[src/rtl/bus_arbiter_if.sv]
// Bus bundle between the two masters, the arbiter and the four slaves.
//
// Signals carry the same names the arbiter uses internally:
//   m0_* / m1_*   : master request (cyc, we, addr, sel, dat_w) and response
//                   (dat_r, ack, err) for port 0 (core) and port 1 (loader).
//   s_*           : shared slave bus (cyc, we, addr, sel, dat_w, one-hot stb)
//                   and per-slave ack.
//   ram_dat_r     : ram read data.
//   rx_dat_r      : uart RX read data (8 bit).
//
// Modports:
//   slave  : arbiter view. It serves the masters and drives the slave bus.
//   master : environment view (masters plus slaves), the mirror image.
interface bus_arbiter_if;
    logic        m0_cyc;
    logic        m0_we;
    logic [29:0] m0_addr;
    logic [3:0]  m0_sel;
    logic [31:0] m0_dat_w;
    logic [31:0] m0_dat_r;
    logic        m0_ack;
    logic        m0_err;

    logic        m1_cyc;
    logic        m1_we;
    logic [29:0] m1_addr;
    logic [3:0]  m1_sel;
    logic [31:0] m1_dat_w;
    logic [31:0] m1_dat_r;
    logic        m1_ack;
    logic        m1_err;

    logic        s_cyc;
    logic        s_we;
    logic [29:0] s_addr;
    logic [3:0]  s_sel;
    logic [31:0] s_dat_w;
    logic [3:0]  s_stb;
    logic [3:0]  s_ack;
    logic [31:0] ram_dat_r;
    logic [7:0]  rx_dat_r;

    modport slave (
        input  m0_cyc, m0_we, m0_addr, m0_sel, m0_dat_w,
        output m0_dat_r, m0_ack, m0_err,
        input  m1_cyc, m1_we, m1_addr, m1_sel, m1_dat_w,
        output m1_dat_r, m1_ack, m1_err,
        output s_cyc, s_we, s_addr, s_sel, s_dat_w, s_stb,
        input  s_ack, ram_dat_r, rx_dat_r
    );

    modport master (
        output m0_cyc, m0_we, m0_addr, m0_sel, m0_dat_w,
        input  m0_dat_r, m0_ack, m0_err,
        output m1_cyc, m1_we, m1_addr, m1_sel, m1_dat_w,
        input  m1_dat_r, m1_ack, m1_err,
        input  s_cyc, s_we, s_addr, s_sel, s_dat_w, s_stb,
        output s_ack, ram_dat_r, rx_dat_r
    );
endinterface

[src/rtl/bus_arbiter.sv]
// Two-master, four-slave bus arbiter.
//
// Arbitrates between master 0 (core) and master 1 (loader/DMA) round-robin,
// forwards the granted request onto the shared slave bus, decodes a one-hot
// slave strobe from the byte address and routes ack / read data back to the
// granted master. Unmapped accesses and slaves that fail to ack within
// TIMEOUT cycles are terminated with a one-cycle err pulse.
//
// Ports:
//   clk    : system clock, rising edge.
//   rst_n  : asynchronous active-low reset.
//   bus    : bus_arbiter_if.slave, master requests/responses and slave bus.
//
// Parameter:
//   TIMEOUT : BUSY cycles without ack before err is forced (2..255).
//
// The slave-bus outputs and the master responses are decoded
// combinationally from the registered state. The ack/err/dat_r path must
// reach the master in the same cycle as s_ack, and since the state register
// is reset asynchronously, every output drops to 0 as soon as rst_n goes low.
module bus_arbiter #(
    parameter int unsigned TIMEOUT = 15
) (
    input  logic         clk,
    input  logic         rst_n,
    bus_arbiter_if.slave bus
);

    typedef enum logic {
        IDLE = 1'b0,
        BUSY = 1'b1
    } state_t;

    localparam logic [7:0] TCNT_LAST = 8'(TIMEOUT - 1);

    state_t      state_r, state_s;
    logic        grant_r, grant_s;
    logic        last_r,  last_s;
    logic [7:0]  tcnt_r,  tcnt_s;

    logic        s_cyc_s;
    logic        s_we_s;
    logic [29:0] s_addr_s;
    logic [3:0]  s_sel_s;
    logic [31:0] s_dat_w_s;
    logic [3:0]  dec_s;
    logic [3:0]  s_stb_s;
    logic        ack_s;
    logic        err_s;
    logic [31:0] dat_r_s;

    // Word-address decode: ram is bytes 2048..3071, led/uart_tx/uart_rx are
    // bytes 1024/1028/1032.
    function automatic logic [3:0] decode(input logic [29:0] a);
        logic [3:0] d;
        case (a)
            30'd256: d = 4'b0010;
            30'd257: d = 4'b0100;
            30'd258: d = 4'b1000;
            default: begin
                if ((a >= 30'd512) && (a < 30'd768)) begin
                    d = 4'b0001;
                end else begin
                    d = 4'b0000;
                end
            end
        endcase
        return d;
    endfunction

    // State, grant, round-robin history and timeout counter registers.
    always_ff @(posedge clk or negedge rst_n) begin
        if (!rst_n) begin
            state_r <= IDLE;
            grant_r <= 1'b0;
            last_r  <= 1'b1;
            tcnt_r  <= 8'd0;
        end else begin
            state_r <= state_s;
            grant_r <= grant_s;
            last_r  <= last_s;
            tcnt_r  <= tcnt_s;
        end
    end

    // Shared slave bus: mirrors the granted master only while BUSY.
    always_comb begin
        s_cyc_s   = 1'b0;
        s_we_s    = 1'b0;
        s_addr_s  = 30'd0;
        s_sel_s   = 4'd0;
        s_dat_w_s = 32'd0;
        if (state_r == BUSY) begin
            if (grant_r) begin
                s_cyc_s   = bus.m1_cyc;
                s_we_s    = bus.m1_we;
                s_addr_s  = bus.m1_addr;
                s_sel_s   = bus.m1_sel;
                s_dat_w_s = bus.m1_dat_w;
            end else begin
                s_cyc_s   = bus.m0_cyc;
                s_we_s    = bus.m0_we;
                s_addr_s  = bus.m0_addr;
                s_sel_s   = bus.m0_sel;
                s_dat_w_s = bus.m0_dat_w;
            end
        end else begin
            s_cyc_s = 1'b0;
        end
    end

    // Strobe, ack, err and read-data selection. Ack takes priority over a
    // timeout that expires in the same cycle.
    always_comb begin
        dec_s   = decode(s_addr_s);
        s_stb_s = dec_s & {4{s_cyc_s}};
        ack_s   = |(bus.s_ack & s_stb_s);
        err_s   = s_cyc_s & ~ack_s & ((dec_s == 4'b0000) || (tcnt_r == TCNT_LAST));
        if (s_stb_s[0]) begin
            dat_r_s = bus.ram_dat_r;
        end else if (s_stb_s[3]) begin
            dat_r_s = {24'd0, bus.rx_dat_r};
        end else begin
            dat_r_s = 32'd0;
        end
    end

    // Drive the slave bus and return the response to the granted master only.
    always_comb begin
        bus.s_cyc    = s_cyc_s;
        bus.s_we     = s_we_s;
        bus.s_addr   = s_addr_s;
        bus.s_sel    = s_sel_s;
        bus.s_dat_w  = s_dat_w_s;
        bus.s_stb    = s_stb_s;
        bus.m0_ack   = 1'b0;
        bus.m0_err   = 1'b0;
        bus.m0_dat_r = 32'd0;
        bus.m1_ack   = 1'b0;
        bus.m1_err   = 1'b0;
        bus.m1_dat_r = 32'd0;
        if (grant_r) begin
            bus.m1_ack   = ack_s;
            bus.m1_err   = err_s;
            bus.m1_dat_r = dat_r_s;
        end else begin
            bus.m0_ack   = ack_s;
            bus.m0_err   = err_s;
            bus.m0_dat_r = dat_r_s;
        end
    end

    // Next-state logic: arbitration in IDLE, termination and timeout in BUSY.
    always_comb begin
        state_s = state_r;
        grant_s = grant_r;
        last_s  = last_r;
        tcnt_s  = tcnt_r;
        case (state_r)
            IDLE: begin
                tcnt_s = 8'd0;
                if (bus.m0_cyc && bus.m1_cyc) begin
                    grant_s = ~last_r;
                    last_s  = ~last_r;
                    state_s = BUSY;
                end else if (bus.m0_cyc || bus.m1_cyc) begin
                    grant_s = bus.m1_cyc;
                    last_s  = bus.m1_cyc;
                    state_s = BUSY;
                end else begin
                    state_s = IDLE;
                end
            end
            BUSY: begin
                // A master that withdraws cyc ends the transfer silently.
                if (!s_cyc_s || ack_s || err_s) begin
                    state_s = IDLE;
                    tcnt_s  = 8'd0;
                end else begin
                    state_s = BUSY;
                    tcnt_s  = tcnt_r + 8'd1;
                end
            end
            default: begin
                state_s = IDLE;
                tcnt_s  = 8'd0;
            end
        endcase
    end

endmodule

[src/flat_wrapper.sv]
// flat-port wrapper written by rule: the top's interface ports become plain ports
module bus_arbiter_flat 
#(
    parameter int unsigned TIMEOUT = 15
)
  (clk, rst_n, bus_m0_cyc, bus_m0_we, bus_m0_addr, bus_m0_sel, bus_m0_dat_w, bus_m0_dat_r, bus_m0_ack, bus_m0_err, bus_m1_cyc, bus_m1_we, bus_m1_addr, bus_m1_sel, bus_m1_dat_w, bus_m1_dat_r, bus_m1_ack, bus_m1_err, bus_s_cyc, bus_s_we, bus_s_addr, bus_s_sel, bus_s_dat_w, bus_s_stb, bus_s_ack, bus_ram_dat_r, bus_rx_dat_r);
  bus_arbiter_if bus_i ();
  input  logic clk;
  input  logic rst_n;
  input wire logic [$bits(bus_i.m0_cyc)-1:0] bus_m0_cyc;
  input wire logic [$bits(bus_i.m0_we)-1:0] bus_m0_we;
  input wire logic [$bits(bus_i.m0_addr)-1:0] bus_m0_addr;
  input wire logic [$bits(bus_i.m0_sel)-1:0] bus_m0_sel;
  input wire logic [$bits(bus_i.m0_dat_w)-1:0] bus_m0_dat_w;
  output wire logic [$bits(bus_i.m0_dat_r)-1:0] bus_m0_dat_r;
  output wire logic [$bits(bus_i.m0_ack)-1:0] bus_m0_ack;
  output wire logic [$bits(bus_i.m0_err)-1:0] bus_m0_err;
  input wire logic [$bits(bus_i.m1_cyc)-1:0] bus_m1_cyc;
  input wire logic [$bits(bus_i.m1_we)-1:0] bus_m1_we;
  input wire logic [$bits(bus_i.m1_addr)-1:0] bus_m1_addr;
  input wire logic [$bits(bus_i.m1_sel)-1:0] bus_m1_sel;
  input wire logic [$bits(bus_i.m1_dat_w)-1:0] bus_m1_dat_w;
  output wire logic [$bits(bus_i.m1_dat_r)-1:0] bus_m1_dat_r;
  output wire logic [$bits(bus_i.m1_ack)-1:0] bus_m1_ack;
  output wire logic [$bits(bus_i.m1_err)-1:0] bus_m1_err;
  output wire logic [$bits(bus_i.s_cyc)-1:0] bus_s_cyc;
  output wire logic [$bits(bus_i.s_we)-1:0] bus_s_we;
  output wire logic [$bits(bus_i.s_addr)-1:0] bus_s_addr;
  output wire logic [$bits(bus_i.s_sel)-1:0] bus_s_sel;
  output wire logic [$bits(bus_i.s_dat_w)-1:0] bus_s_dat_w;
  output wire logic [$bits(bus_i.s_stb)-1:0] bus_s_stb;
  input wire logic [$bits(bus_i.s_ack)-1:0] bus_s_ack;
  input wire logic [$bits(bus_i.ram_dat_r)-1:0] bus_ram_dat_r;
  input wire logic [$bits(bus_i.rx_dat_r)-1:0] bus_rx_dat_r;
  assign bus_i.m0_cyc = bus_m0_cyc;
  assign bus_i.m0_we = bus_m0_we;
  assign bus_i.m0_addr = bus_m0_addr;
  assign bus_i.m0_sel = bus_m0_sel;
  assign bus_i.m0_dat_w = bus_m0_dat_w;
  assign bus_m0_dat_r = bus_i.m0_dat_r;
  assign bus_m0_ack = bus_i.m0_ack;
  assign bus_m0_err = bus_i.m0_err;
  assign bus_i.m1_cyc = bus_m1_cyc;
  assign bus_i.m1_we = bus_m1_we;
  assign bus_i.m1_addr = bus_m1_addr;
  assign bus_i.m1_sel = bus_m1_sel;
  assign bus_i.m1_dat_w = bus_m1_dat_w;
  assign bus_m1_dat_r = bus_i.m1_dat_r;
  assign bus_m1_ack = bus_i.m1_ack;
  assign bus_m1_err = bus_i.m1_err;
  assign bus_s_cyc = bus_i.s_cyc;
  assign bus_s_we = bus_i.s_we;
  assign bus_s_addr = bus_i.s_addr;
  assign bus_s_sel = bus_i.s_sel;
  assign bus_s_dat_w = bus_i.s_dat_w;
  assign bus_s_stb = bus_i.s_stb;
  assign bus_i.s_ack = bus_s_ack;
  assign bus_i.ram_dat_r = bus_ram_dat_r;
  assign bus_i.rx_dat_r = bus_rx_dat_r;
  bus_arbiter #(.TIMEOUT(TIMEOUT)) u_core (.clk(clk), .rst_n(rst_n), .bus(bus_i));
endmodule
[config.mk]
export PLATFORM = sky130hd
export DESIGN_NAME = bus_arbiter_flat
export DESIGN_NICKNAME = d
export VERILOG_FILES = /design/src/rtl/bus_arbiter_if.sv /design/src/rtl/bus_arbiter.sv /design/src/flat_wrapper.sv
export SDC_FILE = /design/constraint.sdc
export NUM_CORES = 1
export LEC_CHECK = 0
export ABC_AREA = 1
export CORE_AREA = 2 2 124 126
export DETAILED_ROUTE_END_ITERATION = 8
export DIE_AREA = 0 0 126 128
export SYNTH_ARGS = -nofsm -noshare
export SYNTH_HDL_FRONTEND = slang
export SYNTH_SLANG_ARGS = --single-unit
[constraint.sdc]
create_clock -name clk -period 2.5 [get_ports clk]
set_input_delay 0.5 -clock clk [delete_from_list [all_inputs] [get_ports clk]]
set_output_delay 0.5 -clock clk [all_outputs]
set_load 0.01 [all_outputs]
; Yosys cells after proc, flatten, opt, wreduce, memory -nomap -nowiden
; Cells that the tools add are included.
[word_totals]
n_memories = 0
ramBits = 0
output_inout_bits = 140
word_cells = 57
rom_bits = 0
regBits = 11
latch_bits = 0
[op_classes]
n_reduce_logical = 11
n_div = 0
n_mul = 0
n_lt_le_gt_ge = 2
n_addsub = 1
bitwise_logic = 7
n_eq_ne = 4
shift = 0
muxes = 28
[ops]
columns = operator, n
row1 = $mux 32, 5
row2 = $eq 30x9->1 const B, 3
row3 = $mux 30, 2
row4 = $ge 30x10->1 const B, 1
row5 = $lt 30x10->1 const B, 1
row6 = $mux 8, 2
row7 = $pmux 8 s2, 1
row8 = $mux 1, 14
row9 = $pmux 4 s3, 1
row10 = $add 8x1->8 const B, 1
row11 = $and 4x4->4, 2
row12 = $eq 8x4->1 const B, 1
row13 = $mux 4, 2
row14 = $logic_not 4->1, 1
row15 = $logic_or 1x1->1, 4
row16 = $reduce_or 4->1, 1
row17 = $not 1->1, 3
row18 = $and 1x1->1, 2
row19 = $logic_and 1x1->1, 2
row20 = $pmux 1 s2, 1
row21 = $reduce_and 2->1, 1
row22 = $reduce_bool 2->1, 1
row23 = $logic_not 1->1, 1

; Logic depth before layout (Yosys ltp)
; Gate-level depths: netlist (run 1).
[logic_depth]
depth_word = 15
ltp_mapped = 17

; Least setup slack after synthesis (run 1)
; No wires, ideal clock.
[synth_timing]
kind = reg2out
startpoint = register u_core.grant_r
endpoint = output bus_m0_ack
required_ns = 2.000
setup_slack_ns = -0.035
t_arrival_ns = 2.035
stages_incl_launch_ff = 16
path_cell_list = dfrtp_1 > buf_6 > buf_6 > buf_6 > or2_1 > nand3_2 > nand2_2 > nor2_1 > nand2_1 > nor2_4 > nand2_2 > nor2_1 > nand2_1 > nand3_1 > nor2_1 > nor2_1
[synth_via]
word_cells_on_any_way = 16
[synth_lines]
columns = item, line_no
row1 = start: declaration, bus_arbiter.sv:37  ; logic grant_r, grant_s;
row2 = start signal: assignment, bus_arbiter.sv:80  ; grant_r <= grant_s;
row3 = $mux 30, bus_arbiter.sv:94  ; if (grant_r) begin
row4 = $mux 30, bus_arbiter.sv:93  ; if (state_r == BUSY) begin
row5 = $eq 30x9->1, bus_arbiter.sv:56  ; case (a)
row6 = $pmux 4 s3, bus_arbiter.sv:56
row7 = $and 4x4->4 *, bus_arbiter.sv:116  ; s_stb_s = dec_s & {4{s_cyc_s}};
row8 = via bus_s_stb[2], flat_wrapper.sv:31  ; output wire logic [$bits(bus_i.s_stb)-1:0] bus_s_stb;
row9 = $and 4x4->4 *, bus_arbiter.sv:117  ; ack_s = |(bus.s_ack & s_stb_s);
row10 = $reduce_or 4->1 *, bus_arbiter.sv:117
row11 = $mux 1 *, bus_arbiter.sv:142  ; if (grant_r) begin
row12 = end: declaration, flat_wrapper.sv:16  ; output wire logic [$bits(bus_i.m0_ack)-1:0] bus_m0_ack;
; Mark *: on every way through the listed nets, which the timed path passes. The rest lies on a longest branch.

; Worst setup path in the final report (run 1)
[layout_timing]
startpoint = input bus_m0_addr[10]
endpoint = output bus_m0_dat_r[19]
[layout_via]
elab_chain_cells = 9
word_cells_on_any_way = 13
[layout_lines]
columns = item, line_no
row1 = start: declaration, flat_wrapper.sv:12  ; input wire logic [$bits(bus_i.m0_addr)-1:0] bus_m0_addr;
row2 = $mux 30 *, bus_arbiter.sv:94
row3 = $mux 30 *, bus_arbiter.sv:93
row4 = $ge 30x10->1 / $lt 30x10->1 (equally long branches), bus_arbiter.sv:61  ; if ((a >= 30'd512) && (a < 30'd768)) begin
row5 = $logic_and 1x1->1, bus_arbiter.sv:61
row6 = $mux 1, bus_arbiter.sv:61
row7 = $pmux 4 s3 *, bus_arbiter.sv:56
row8 = $and 4x4->4 *, bus_arbiter.sv:116
row9 = $mux 32 *, bus_arbiter.sv:119  ; if (s_stb_s[0]) begin
row10 = $mux 32 *, bus_arbiter.sv:142
row11 = end: declaration, flat_wrapper.sv:15  ; output wire logic [$bits(bus_i.m0_dat_r)-1:0] bus_m0_dat_r;
; Mark *: on every way between the ends. The rest lies on a longest branch, timed or not.

==> results of run 1 <==
[stage by stage]
step | setup WS (ns) | hold slack, ns
2_1_floorplan | -0.0340 | 0.204
3_3_place_gp | -0.966 | 0.455
3_5_place_dp | -0.997 | 0.457
4_1_cts | -0.497 | 0.464
5_1_grt | -0.644 | 0.489
6_report | -0.498 | 0.460
[state kept, by name, summed over array words and instances, names as in the netlist]
register and flops:
u_core.tcnt_r 8, u_core.state_r 1, u_core.grant_r 1, u_core.last_r 1
[area by class of cell]
cell class	count	area, µm²	share of cell area
inverters	117	452	0.0627
well taps	188	235	0.0326
flip-flops and latches	11	282	0.0390
multi-input cells	401	2300	0.318
repair buffers	417	3870	0.536
clock buffers	4	78.8	0.0109
[power groups by stage]
| stage | Sequential [mW] | Clock, mW | Combinational [mW] |
|---|---|---|---|
| 6_report | 0.206 | 0.288 | 1.90 |
| 4_1_cts | 0.206 | 0.292 | 1.88 |
| 2_1_floorplan | 0.198 | 0 | 0.755 |
| 5_1_grt | 0.207 | 0.308 | 2.06 |
| 3_5_place_dp | 0.215 | 0 | 1.71 |
| 3_3_place_gp | 0.215 | 0 | 1.71 |
[layer usage]
layer,global-route usage,share of wire
met4,0.0362,0.013
met5,0,0
met2,0.329,0.52
met3,0.0321,0.057
met1,0.223,0.41
[timing repair]
item / in CTS / in global routing
endpoints found under the setup margin: 112 / 122
resized for setup: 356 / 55
setup buffers: 15 / 7
gates cloned: 2 / 2
pin swaps: 16 / 10
hold endpoints to repair: 0 / 0
hold buffers: 0 / 0
[worst max-delay path by stage]
stage                                    start                to  slack (ns)  cells after the start
floorplan           u_core.grant_r$_DFFE_PN0P_        bus_m0_ack       -0.03                     15
global placement               bus_m0_addr[10]   bus_m0_dat_r[5]       -0.97                     13
detailed placement             bus_m0_addr[10]   bus_m0_dat_r[5]        -1.0                     13
CTS                 u_core.grant_r$_DFFE_PN0P_  bus_m0_dat_r[19]       -0.50                     14
global route        u_core.grant_r$_DFFE_PN0P_        bus_m0_ack       -0.64                     16
finish                         bus_m0_addr[10]  bus_m0_dat_r[19]       -0.50                     13
[worst register-to-register path, delay by kind of cell (launching register included)]
kind	cells	cell delay, ns
DFF	1	0.52
and+or+nand+nor	9	1.20
AOI/OAI and AO/OA	1	0.16
buffers and inverters	3	0.43
[logic make-up after synthesis]
| logic type | count (synthesis) |
|---|---|
| flops | 11 |
| simple gates | 342 |
| compound gates | 51 |
| buf+inv | 151 |
| fa+ha+maj | 2 |
| xor+xnor | 6 |
[synth_stat cells]
master,count,share of area
nand2_1,92,0.12
nor2_4,3,0.012
nor2_1,137,0.18
buf_2,7,0.012
nand2_2,4,0.0088
dfrtp_1,10,0.088
nor3_4,1,0.0057
xor2_1,4,0.012
xnor2_1,2,0.0062
nor3_2,10,0.035
dfstp_2,1,0.0093
nand3b_1,1,0.0027
or2_2,4,0.0088
buf_4,1,0.0027
or2_1,2,0.0044
nand3_1,35,0.062
o21ai_1,1,0.0018
buf_6,6,0.024
a21oi_2,1,0.0031
nand4_1,5,0.011
inv_1,114,0.15
a22oi_1,8,0.021
inv_2,3,0.0040
nor3_1,40,0.071
clkbuf_1,20,0.027
nor2_2,4,0.0088
nor2_8,1,0.0071
o21ai_0,41,0.073
ha_1,2,0.0088
nand4_4,1,0.0075
nand3_2,2,0.0071
==> metrics.cfg, run 1 <==
[run_status]
status=complete, but fails checks
violations=negative setup slack

[setup_path]
cpLargestDelayFamily=simple AND/OR/NAND/NOR gates
r2r_cells=13
cp.arrival_ns=2.50
crit_type=input pin to primary output
cpPeakStageDelay_ns=0.39
required_ns=2.00
cp-end-kind=primary output
slowest_stage=clkdlybuf4s50_1
crit_path_start_kind=input pin
critPathMostFrequentCell=nand3_2
path_cells=clkdlybuf4s50_1 > or2_2 > nand3_2 > nand2_2 > inv_2 > nand3_2 > nor2_4 > nand2_4 > nor2_8 > inv_8 > bufbuf_16 > nor3_4 > buf_2
r2r-end=u_core.tcnt_r[4]$_DFF_PN0_
r2r_setup_slack_ns=0.12
rr_startpoint=u_core.grant_r$_DFFE_PN0P_
path_buf_inv=5
critPathMaxFanout=7

[yosys]
avgSynthCellArea_um2=5.03
synth_fa_ha_area_frac=0.00884
synth_compound_area_frac=0.0986
yosys.area_share.xor_xnor=0.0186
syn_area_um2=2830
yosysUniqueCellTypes=31
yosys_warnings=0
synth_top_family_by_area=simple AND/OR/NAND/NOR gates
synthMuxAreaShare=0
seq_area_frac_synth=0.0977
synth_cells=563
synthSimpleGateAreaFrac=0.556
synthesis.nets=747
ys_ff_latch=11

[detailed_routing]
routed_wirelength_um=16100
viasPerCell=4.20
avgRoutedWirePerCell_um=14.2
dr.pass1.iters=4
vias=4779
drtIter0Drc=167
ant_nets=0
drc=0

[power_and_ir_drop]
p_switching_mw=0.997
power.density_nw_per_um2=332
power_frac_seq=0.086
power_frac_comb=0.794
pwr-share-clk=0.120
p_int_mw=1.40
switching_share=0.417
p_total_mw=2.39
ir_drop_v=0.000219
cellLeakagePower_nw=4.08

[final_layout]
area_growth_pct=155
final_cells=1138
drive_gt1_frac=0.282
final_common_cell=clkdlybuf4s50_1
layout.nets=1135
fin_area_um2=7210
fill_cells=1575
n_antenna_cell=0
layout_common_cells=216 x clkdlybuf4s50_1, 128 x nor2_1, 112 x inv_1
fin_util=0.485

[timing]
slew_headroom=0.585
setup_tns_ns=-29.02
fin_crit_sh=1.20
setup_violations=80
worst_pin_slew_ns=0.623
slew_viol_final=0
fin_ws_ns=-0.498
post-route-min-period_ns=3.00
hold_viol=0
fmax_mhz=334
finalClockSkew_ns=0.000355
rsz0062_at_grt=true

[worst_hold_path]
hold_end=u_core.last_r$_DFFE_PN1P_
min_path_cells=2
min-delay-start=u_core.last_r$_DFFE_PN1P_
hold_class=flop to flop

[floorplanning]
dieArea_um2=16100
initial_core_util=0.190
core_um2=14900
die_h_um=128
die_w_um=126
io_pins=322
core.rowCount=45

[global_route]
gr-usage-all-layers=0.180
grt_pass1_vias=4716
grt_overflow_total=0
grt_max_degree=50
antenna_found_initial=0
grt_pass1_wl_um=23900

[cts]
cts_sinks=11
clk_pin_slew_ns=0.04
cts_tree=yes
cts_buffer_depth=2
htreeDepth=1
cts_root_buf=clkbuf_16
insertion_delay_ns=0.24
numCtsBuffers=3

[place]
place_inst=1108
portBuffers=321
hpwl_um=12700
gp_congestion=0.810
dpl-instance-area_um2=6790

[job]
drv_cap=0

(Power assumes the default switching activity.)
==> run 2: changes to the inputs <==
--- a/config.mk
+++ b/config.mk
@@ -9,6 +9,8 @@
 export CORE_AREA = 2 2 124 126
 export DETAILED_ROUTE_END_ITERATION = 8
 export DIE_AREA = 0 0 126 128
+export HOLD_SLACK_MARGIN = 0.03
+export SKIP_LAST_GASP = 1
 export SYNTH_ARGS = -nofsm -noshare
 export SYNTH_HDL_FRONTEND = slang
 export SYNTH_SLANG_ARGS = --single-unit
==> metrics.cfg, run 2 (synthesis results as in run 1) <==
[setup_path]
cp.arrival_ns=2.50
crit_type=flop to primary output
crit_path_start_kind=flop
required_ns=2.00
cp-end-kind=primary output
r2r_setup_slack_ns=0.12
critPathMaxFanout=9

[global_route]
antenna_found_initial=0
grt_pass1_wl_um=23800
gr-usage-all-layers=0.180
grt_overflow_total=0
grt_pass1_vias=4660
grt_max_degree=50

[power_and_ir_drop]
ir_drop_v=0.000226
p_total_mw=2.36
cellLeakagePower_nw=3.59
power.density_nw_per_um2=338

[detailed_routing]
avgRoutedWirePerCell_um=13.9
viasPerCell=4.18
ant_nets=0
dr.pass1.iters=5
drtIter0Drc=184
vias=4726
routed_wirelength_um=15700
drc=0

[place]
portBuffers=321
dpl-instance-area_um2=6790
hpwl_um=12700
gp_congestion=0.810

[run_status]
violations=negative setup slack
status=complete, but fails checks

[final_layout]
multi_input_area_um2=2250
seq_area_um2=282
fin_util=0.470
largest_reg_flops=8
layout.nets=1127
fill_cells=1592
top_register=u_core.tcnt_r
n_antenna_cell=0
area_growth_pct=147
layout_common_cells=248 x clkdlybuf4s50_1, 129 x nor2_1, 113 x inv_1
drive_gt1_frac=0.261
final_common_cell=clkdlybuf4s50_1
fin_area_um2=6980

[timing]
worst_pin_slew_ns=0.681
fin_ws_ns=-0.499
post-route-min-period_ns=3.00
rsz0062_at_grt=true
fmax_mhz=333
hold_viol=0
slew_viol_final=0
fin_crit_sh=1.20
setup_violations=111
whs_ns=0.461
slew_headroom=0.546
finalClockSkew_ns=0.000720

[cts]
cts_buffer_depth=2
cts_tree=yes
clk_pin_slew_ns=0.04
cts_root_buf=clkbuf_16
insertion_delay_ns=0.24
cts_sinks=11
htreeDepth=1
numCtsBuffers=3

[worst_hold_path]
hold_class=flop to flop

[floorplanning]
initial_core_util=0.190
core.rowCount=45
io_pins=322
die_w_um=126
dieArea_um2=16100
core_um2=14900
die_h_um=128

[job]
drv_cap=0

run 2: worst paths after layout:
| path | from | end | cells past startpoint |
|---|---|---|---|
| setup / recovery | u_core.grant_r$_DFFE_PN0P_ | bus_m0_dat_r[5] | 14 |
| hold / removal | u_core.last_r$_DFFE_PN1P_ | u_core.last_r$_DFFE_PN1P_ | 2 |
| setup reg to reg | u_core.grant_r$_DFFE_PN0P_ | u_core.tcnt_r[4]$_DFF_PN0_ | 14 |
| hold reg to reg | u_core.last_r$_DFFE_PN1P_ | u_core.last_r$_DFFE_PN1P_ | 2 |
| max in group asynchronous | rst_n | u_core.grant_r$_DFFE_PN0P_ | 1 |
| min in group asynchronous | rst_n | u_core.tcnt_r[0]$_DFF_PN0_ | 1 |
run 2: timing repair:
item	4_1_cts	5_1_grt
hold buffers	0	0
setup buffers	15	1
resized for setup	283	64
pin swaps	15	10
gates cloned	2	0
hold endpoints to repair	0	0
endpoints found under the setup margin	112	124
run 2: critical path, stage by stage (launching register included):
cell	delay [ns]
dfrtp_4	0.52
buf_12	0.15
buf_8	0.12
or2_1	0.22
nand3_2	0.08
nand2_2	0.06
nor2_1	0.08
nand2_1	0.09
nor2_4	0.12
nand2_4	0.08
nor2_4	0.17
buf_12	0.14
a22oi_1	0.08
nor2_1	0.17
buf_2	0.17
run 2: power breakdown:
part / switching, mW / internal [mW]
Clock: 0.0750 / 0.214
Combinational: 0.887 / 0.975
Sequential: 0.0132 / 0.193
run 2: per-layer routing:
layer / track usage / routed length, µm / up-vias
li1: - / - / 2467
met1: 0.225 / 6430 / 2053
met2: 0.324 / 7980 / 186
met3: 0.0338 / 1040 / 20
met4: 0.0362 / 227 / 0
met5: 0 / 0 / -
run 2: layout make-up:
type                       count  share of cell area
tap                          188              0.0337
multi-input combinational    401               0.323
timing repair buffer         409               0.528
clock buffer                   4              0.0113
inverter                     117              0.0644
sequential                    11              0.0403
run 2: per-stage QoR:
step	setup TNS [ns]	instances	setup WS, ns
after floorplan	-0.132	563	-0.0340
after global placement	-63.03	1108	-0.966
after detailed placement	-62.82	1108	-0.997
after CTS	-40.09	1129	-0.517
after global routing	-54.38	1130	-0.658
final	-37.10	1130	-0.499
